--- config.mk ---
export PLATFORM = sky130hd
export DESIGN_NAME = tile_index_scheduler_flat
export DESIGN_NICKNAME = d
export VERILOG_FILES = /design/src/rtl/tile_index_scheduler_if.sv /design/src/rtl/tile_index_scheduler.sv /design/src/flat_wrapper.sv
export SDC_FILE = /design/constraint.sdc
export NUM_CORES = 1
export LEC_CHECK = 0
export BUFFER_PORTS_ARGS = -buffer_cell sky130_fd_sc_hd__buf_2
export CAP_MARGIN = 15
export CORE_MARGIN = 8
export CORE_UTILIZATION = 53
export CTS_CLUSTER_SIZE = 16
export DETAILED_ROUTE_END_ITERATION = 6
export PLACE_DENSITY = 0.71
export SLEW_MARGIN = 15
export SYNTH_ARGS = -nofsm -noshare
export SYNTH_HDL_FRONTEND = slang
export SYNTH_SLANG_ARGS = --single-unit
--- constraint.sdc ---
create_clock -name clk -period 8.5 [get_ports clk]
set_input_delay 0.425 -clock clk [delete_from_list [all_inputs] [get_ports clk]]
set_output_delay 0.425 -clock clk [all_outputs]
set_load 0.005 [all_outputs]
--- src/rtl/tile_index_scheduler_if.sv ---
// rtl/tile_index_scheduler_if.sv - controller/processor-array bundle for the tile index scheduler
interface tile_index_scheduler_if #(
   parameter int NUMBER_OF_PROCESSORS = 4,
   parameter int INDEX_WIDTH          = 8
);
   logic                            i_Start;
   logic [INDEX_WIDTH-1:0]          i_Row_Tiles;
   logic [INDEX_WIDTH-1:0]          i_Col_Tiles;
   logic [NUMBER_OF_PROCESSORS-1:0] i_Index_Request;
   logic [NUMBER_OF_PROCESSORS-1:0] i_Result_Done;
   logic [NUMBER_OF_PROCESSORS-1:0] o_Index_Grant;
   logic [INDEX_WIDTH-1:0]          o_Row_Index;
   logic [INDEX_WIDTH-1:0]          o_Col_Index;
   logic                            o_Busy;
   logic                            o_Done;

   modport master (
      output i_Start, i_Row_Tiles, i_Col_Tiles, i_Index_Request, i_Result_Done,
      input  o_Index_Grant, o_Row_Index, o_Col_Index, o_Busy, o_Done
   );

   modport slave (
      input  i_Start, i_Row_Tiles, i_Col_Tiles, i_Index_Request, i_Result_Done,
      output o_Index_Grant, o_Row_Index, o_Col_Index, o_Busy, o_Done
   );
endinterface

--- src/rtl/tile_index_scheduler.sv ---
// rtl/tile_index_scheduler.sv - round-robin tile (row, col) dispatcher with completion tracking
module tile_index_scheduler #(
   parameter int NUMBER_OF_PROCESSORS = 4,
   parameter int INDEX_WIDTH          = 8
) (
   input  logic                 clk,
   input  logic                 reset,
   tile_index_scheduler_if.slave bus
);
   localparam int NP = NUMBER_OF_PROCESSORS;
   localparam int IW = INDEX_WIDTH;
   localparam int CW = 2 * INDEX_WIDTH;
   localparam int PW = $clog2(NUMBER_OF_PROCESSORS);

   typedef enum logic [1:0] {S_IDLE, S_DISPATCH, S_DRAIN, S_DONE} state_t;

   state_t          state_q;
   logic [IW-1:0]   col_tiles_q;
   logic [CW-1:0]   total_q, issued_q, completed_q;
   logic [IW-1:0]   row_q, col_q;
   logic [PW-1:0]   ptr_q;
   logic [NP-1:0]   grant_q;
   logic [IW-1:0]   row_idx_q, col_idx_q;
   logic            busy_q, done_q;

   logic [NP-1:0]   eligible;
   logic            win_found;
   logic [PW-1:0]   win_idx, scan_idx;
   logic [CW-1:0]   done_count, completed_d;
   logic [CW:0]     comp_sum;

   // A requester granted last cycle is masked so a late-dropped request cannot win twice.
   always_comb begin
      eligible  = bus.i_Index_Request & ~grant_q;
      win_found = 1'b0;
      win_idx   = '0;
      scan_idx  = '0;
      for (int k = 0; k < NP; k++) begin
         scan_idx = PW'((int'(ptr_q) + k) % NP);
         if (!win_found && eligible[scan_idx]) begin
            win_found = 1'b1;
            win_idx   = scan_idx;
         end
      end
   end

   always_comb begin
      done_count = '0;
      for (int p = 0; p < NP; p++) begin
         done_count = done_count + CW'(bus.i_Result_Done[p]);
      end
      comp_sum    = {1'b0, completed_q} + {1'b0, done_count};
      completed_d = (comp_sum >= {1'b0, total_q}) ? total_q : comp_sum[CW-1:0];
   end

   always_ff @(posedge clk) begin
      if (reset) begin
         state_q     <= S_IDLE;
         col_tiles_q <= '0;
         total_q     <= '0;
         issued_q    <= '0;
         completed_q <= '0;
         row_q       <= '0;
         col_q       <= '0;
         ptr_q       <= '0;
         grant_q     <= '0;
         row_idx_q   <= '0;
         col_idx_q   <= '0;
         busy_q      <= 1'b0;
         done_q      <= 1'b0;
      end else begin
         grant_q <= '0;
         done_q  <= 1'b0;
         case (state_q)
            S_IDLE: begin
               if (bus.i_Start) begin
                  if ((bus.i_Row_Tiles != '0) && (bus.i_Col_Tiles != '0)) begin
                     col_tiles_q <= bus.i_Col_Tiles;
                     total_q     <= CW'(bus.i_Row_Tiles) * CW'(bus.i_Col_Tiles);
                     row_q       <= '0;
                     col_q       <= '0;
                     issued_q    <= '0;
                     completed_q <= '0;
                     busy_q      <= 1'b1;
                     state_q     <= S_DISPATCH;
                  end else begin
                     done_q  <= 1'b1;
                     state_q <= S_DONE;
                  end
               end
            end
            S_DISPATCH: begin
               completed_q <= completed_d;
               if (win_found) begin
                  grant_q   <= NP'(1) << win_idx;
                  row_idx_q <= row_q;
                  col_idx_q <= col_q;
                  ptr_q     <= PW'((int'(win_idx) + 1) % NP);
                  issued_q  <= issued_q + CW'(1);
                  if (col_q == col_tiles_q - IW'(1)) begin
                     col_q <= '0;
                     row_q <= row_q + IW'(1);
                  end else begin
                     col_q <= col_q + IW'(1);
                  end
                  if (issued_q + CW'(1) == total_q) begin
                     state_q <= S_DRAIN;
                  end
               end
            end
            S_DRAIN: begin
               completed_q <= completed_d;
               if (completed_d == total_q) begin
                  busy_q  <= 1'b0;
                  done_q  <= 1'b1;
                  state_q <= S_DONE;
               end
            end
            S_DONE: begin
               state_q <= S_IDLE;
            end
            default: state_q <= S_IDLE;
         endcase
      end
   end

   assign bus.o_Index_Grant = grant_q;
   assign bus.o_Row_Index   = row_idx_q;
   assign bus.o_Col_Index   = col_idx_q;
   assign bus.o_Busy        = busy_q;
   assign bus.o_Done        = done_q;
endmodule

--- src/flat_wrapper.sv ---
// flat-port wrapper written by rule: the top's interface ports become plain ports
module tile_index_scheduler_flat 
#(
   parameter int NUMBER_OF_PROCESSORS = 4,
   parameter int INDEX_WIDTH          = 8
)
  (clk, reset, bus_i_Start, bus_i_Row_Tiles, bus_i_Col_Tiles, bus_i_Index_Request, bus_i_Result_Done, bus_o_Index_Grant, bus_o_Row_Index, bus_o_Col_Index, bus_o_Busy, bus_o_Done);
  tile_index_scheduler_if #(.NUMBER_OF_PROCESSORS(NUMBER_OF_PROCESSORS), .INDEX_WIDTH(INDEX_WIDTH)) bus_i ();
  input  logic clk;
  input  logic reset;
  input wire logic [$bits(bus_i.i_Start)-1:0] bus_i_Start;
  input wire logic [$bits(bus_i.i_Row_Tiles)-1:0] bus_i_Row_Tiles;
  input wire logic [$bits(bus_i.i_Col_Tiles)-1:0] bus_i_Col_Tiles;
  input wire logic [$bits(bus_i.i_Index_Request)-1:0] bus_i_Index_Request;
  input wire logic [$bits(bus_i.i_Result_Done)-1:0] bus_i_Result_Done;
  output wire logic [$bits(bus_i.o_Index_Grant)-1:0] bus_o_Index_Grant;
  output wire logic [$bits(bus_i.o_Row_Index)-1:0] bus_o_Row_Index;
  output wire logic [$bits(bus_i.o_Col_Index)-1:0] bus_o_Col_Index;
  output wire logic [$bits(bus_i.o_Busy)-1:0] bus_o_Busy;
  output wire logic [$bits(bus_i.o_Done)-1:0] bus_o_Done;
  assign bus_i.i_Start = bus_i_Start;
  assign bus_i.i_Row_Tiles = bus_i_Row_Tiles;
  assign bus_i.i_Col_Tiles = bus_i_Col_Tiles;
  assign bus_i.i_Index_Request = bus_i_Index_Request;
  assign bus_i.i_Result_Done = bus_i_Result_Done;
  assign bus_o_Index_Grant = bus_i.o_Index_Grant;
  assign bus_o_Row_Index = bus_i.o_Row_Index;
  assign bus_o_Col_Index = bus_i.o_Col_Index;
  assign bus_o_Busy = bus_i.o_Busy;
  assign bus_o_Done = bus_i.o_Done;
  tile_index_scheduler #(.NUMBER_OF_PROCESSORS(NUMBER_OF_PROCESSORS), .INDEX_WIDTH(INDEX_WIDTH)) u_core (.clk(clk), .reset(reset), .bus(bus_i));
endmodule
==> flow_metrics.env <==
export IMPL_status="complete, no violations"
export IMPL_dr_pass1_iters=5
export IMPL_start_util=0.536
export IMPL_avgRoutedWirePerCell_um=15.1
export IMPL_io_buffers=48
export IMPL_rr_startpoint="u_core.completed_q[2]"
export IMPL_hold_buffers=0
export IMPL_synth_top_flop_cell="dfxtp_1"
export IMPL_grt_pass1_vias=6834
export IMPL_peakVddDrop_mv=0.147
export IMPL_reg2reg_depth=13
export IMPL_die_h_um=142
export IMPL_finalHoldViolCount=0
export IMPL_slew_violations=0
export IMPL_min_period_ns=4.97
export IMPL_yosys_area_share_simple=0.239
export IMPL_cts_made_buffers=9
export IMPL_area_growth_pct=7.59
export IMPL_netlist_area_sq_um=8390
export IMPL_power_density_nw_per_um2=241
export IMPL_clk_path_buf_depth=2
export IMPL_critical_path_required_ns=8.76
export IMPL_rsz0062_at_grt="false"
export IMPL_nFillCells=1507
export IMPL_setup_violations=0
export IMPL_netlist_instances=1078
export IMPL_synth_distinct_cells=74
export IMPL_min_to="u_core.col_tiles_q[3]"
export IMPL_drive_gt1_frac=0.0827
export IMPL_p_leak_uw=0.00391
export IMPL_dpl_cell_area_sq_um=8700
export IMPL_skew_ns=0.00991
export IMPL_cts_repair_resized=0
export IMPL_root_buffer="clkbuf_16"
export IMPL_antenna_found_initial=0
export IMPL_critPathCaptureType="flop"
export IMPL_clock_sinks=98
export IMPL_synth_commonest_cells="nand2_1 (140), a21oi_1 (99), dfxtp_1 (98), inv_1 (98), nor2_1 (97)"
export IMPL_grtUsageTotal=0.201
export IMPL_grt_overflow_total=0
export IMPL_r2r_slack_ns=4.19
export IMPL_dp_cells=1288
export IMPL_synth_edff_count=0
export IMPL_clock_fmax_mhz=201
export IMPL_rows=46
export IMPL_final_cells=1304
export IMPL_setup_tns_ns=0
export IMPL_yosys_area_top_type="dfxtp_1"
export IMPL_gp_congestion=0.881
export IMPL_yosysWarnings=0
export IMPL_p_total_uw=2180
export IMPL_cts_tree="yes"
export IMPL_hp_start="bus_i_Col_Tiles[3]"
export IMPL_grt_max_degree=62
export IMPL_ant_nets=0
export IMPL_synth_compound_area_frac=0.165
export IMPL_antenna_cells=0
export IMPL_chipWidth_um=142
export IMPL_dp_hpwl_um=15100
export IMPL_min_period_over_period=0.584
export IMPL_viasPerCell=5.54
export IMPL_ys_seq_area_frac=0.234
export IMPL_synth_fa_ha_area_frac=0.186
export IMPL_routed_wl_um=19800
export IMPL_drcViolationCount=0
export IMPL_ios=49
export IMPL_final_area_sq_um=9020
export IMPL_core_area_sq_um=15700
export IMPL_max_slew_margin_rel=0.389
export IMPL_worst_pin_slew_ns=0.908
export IMPL_worstSetupStartpointType="input port"
export IMPL_synth_top_family_by_area="simple AND/OR/NAND/NOR gates"
export IMPL_arrival_ns=5.23
export IMPL_nNetsFinal=1212
export IMPL_async_flop_share=0
export IMPL_htree_levels=3
export IMPL_postSynthAreaPerCell_sq_um=7.78
export IMPL_critPathKind="input port to flop"
export IMPL_yosysTopAreaCellShare=0.234
export IMPL_synth_xor_area_share=0.0848
export IMPL_synth_area_mux_share=0.0164
export IMPL_maxCapViolations=0
export IMPL_ys_ff_latch=98
export IMPL_yosysMostFrequentCell="nand2_1"
export IMPL_reg2reg_to="u_core.completed_q[10]"
export IMPL_cp_max_fo=12
export IMPL_path_clk_slew_ns=0.08
export IMPL_worstHoldPathCells=3
export IMPL_grt_pass1_wl_um=33400
export IMPL_drtIter0Drc=538
export IMPL_ys_top_cells_by_area="dfxtp_1 (23%), ha_1 (9.5%), fa_1 (9.1%)"
export IMPL_synth_fp_nets=1207
export IMPL_clkLatencyLatePin_ns=0.35
export IMPL_post_cts_buffers=0
export IMPL_die_area_sq_um=20100
export IMPL_hp_class="input port to flop"
export IMPL_vias=7225
cells in the final DEF (no fill, tap or decap), types with 38 or more instances in the layout:
master / instances
nand2_1: 140
dfxtp_1: 98
nor2_1: 97
fa_1: 38
xnor2_1: 49
a21oi_1: 99
and2_1: 43
ha_1: 64
buf_2: 48
inv_1: 98
how the worst max path moves through the flow:
| stage | depth (start not counted) | slack [ns] | to | from |
|---|---|---|---|---|
| 6_report | 19 | 3.53 | u_core.completed_q[10] | bus_i_Result_Done[0] |
| 5_1_grt | 19 | 3.16 | u_core.completed_q[8] | bus_i_Result_Done[1] |
| 4_1_cts | 19 | 3.57 | u_core.completed_q[10] | bus_i_Result_Done[0] |
| 3_5_place_dp | 19 | 3.23 | u_core.completed_q[8] | bus_i_Result_Done[0] |
| 3_3_place_gp | 19 | 3.34 | u_core.completed_q[10] | bus_i_Result_Done[0] |
| 2_1_floorplan | 20 | 4.00 | u_core.completed_q[13] | bus_i_Result_Done[0] |
final cells by class:
class	count	area, sq um	share of cell area
sequential	98	1960	0.217
clock buffer	9	225	0.0250
timing repair buffer	56	300	0.0333
inverter	98	368	0.0408
tap	216	270	0.0300
multi-input combinational	820	5800	0.643
clock inverter	7	92.6	0.0103
layer usage:
layer,GRT usage,wire length (um)
met1,0.273,9510
met2,0.315,8840
met4,0.0486,303
met5,0,0
met3,0.0457,1100
stage by stage:
step / setup slack (ns) / hold WS, ns / util
detailed placement: 3.23 / 0.445 / 0.556
finish: 3.53 / 0.396 / 0.576
floorplan: 4.00 / 0.444 / -
global placement: 3.34 / 0.442 / 0.556
CTS: 3.57 / 0.387 / 0.576
global route: 3.16 / 0.399 / 0.576
critical path, cell delays in order:
cell	delay, ns
buf_2	0.10
ha_1	0.27
inv_1	0.04
fa_1	0.35
inv_1	0.06
ha_1	0.23
ha_1	0.29
a211oi_2	0.41
or2_1	0.38
nor3_1	0.10
xor2_1	0.25
ha_1	0.30
a21o_1	0.16
a21oi_1	0.12
o21ai_0	0.23
a211oi_4	0.69
and2_0	0.45
a21oi_1	0.12
o32ai_1	0.25
flip-flops by register name, summed over array words and instances (netlist names), 2 cells and up:
signal / flops
u_core.col_tiles_q: 8
u_core.state_q: 2
u_core.bus.o_Col_Index: 8
u_core.total_q: 16
u_core.ptr_q: 2
u_core.col_q: 8
u_core.bus.o_Row_Index: 8
u_core.row_q: 8
u_core.issued_q: 16
u_core.bus.o_Index_Grant: 4
u_core.completed_q: 16
kinds of logic after synthesis:
kind of cell	after synthesis
DFF	98
buffers and inverters	160
muxes	13
AOI/OAI and AO/OA	215
and+or+nand+nor	412
xor gates and xnor gates	78
adders and majority gates	102
report_power, final:
part | switching, uW | total [uW] | internal, uW
clock | 204 | 441 | 237
combinational | 661 | 1130 | 470
sequential | 91.6 | 604 | 513
(Power assumes the default switching activity.)
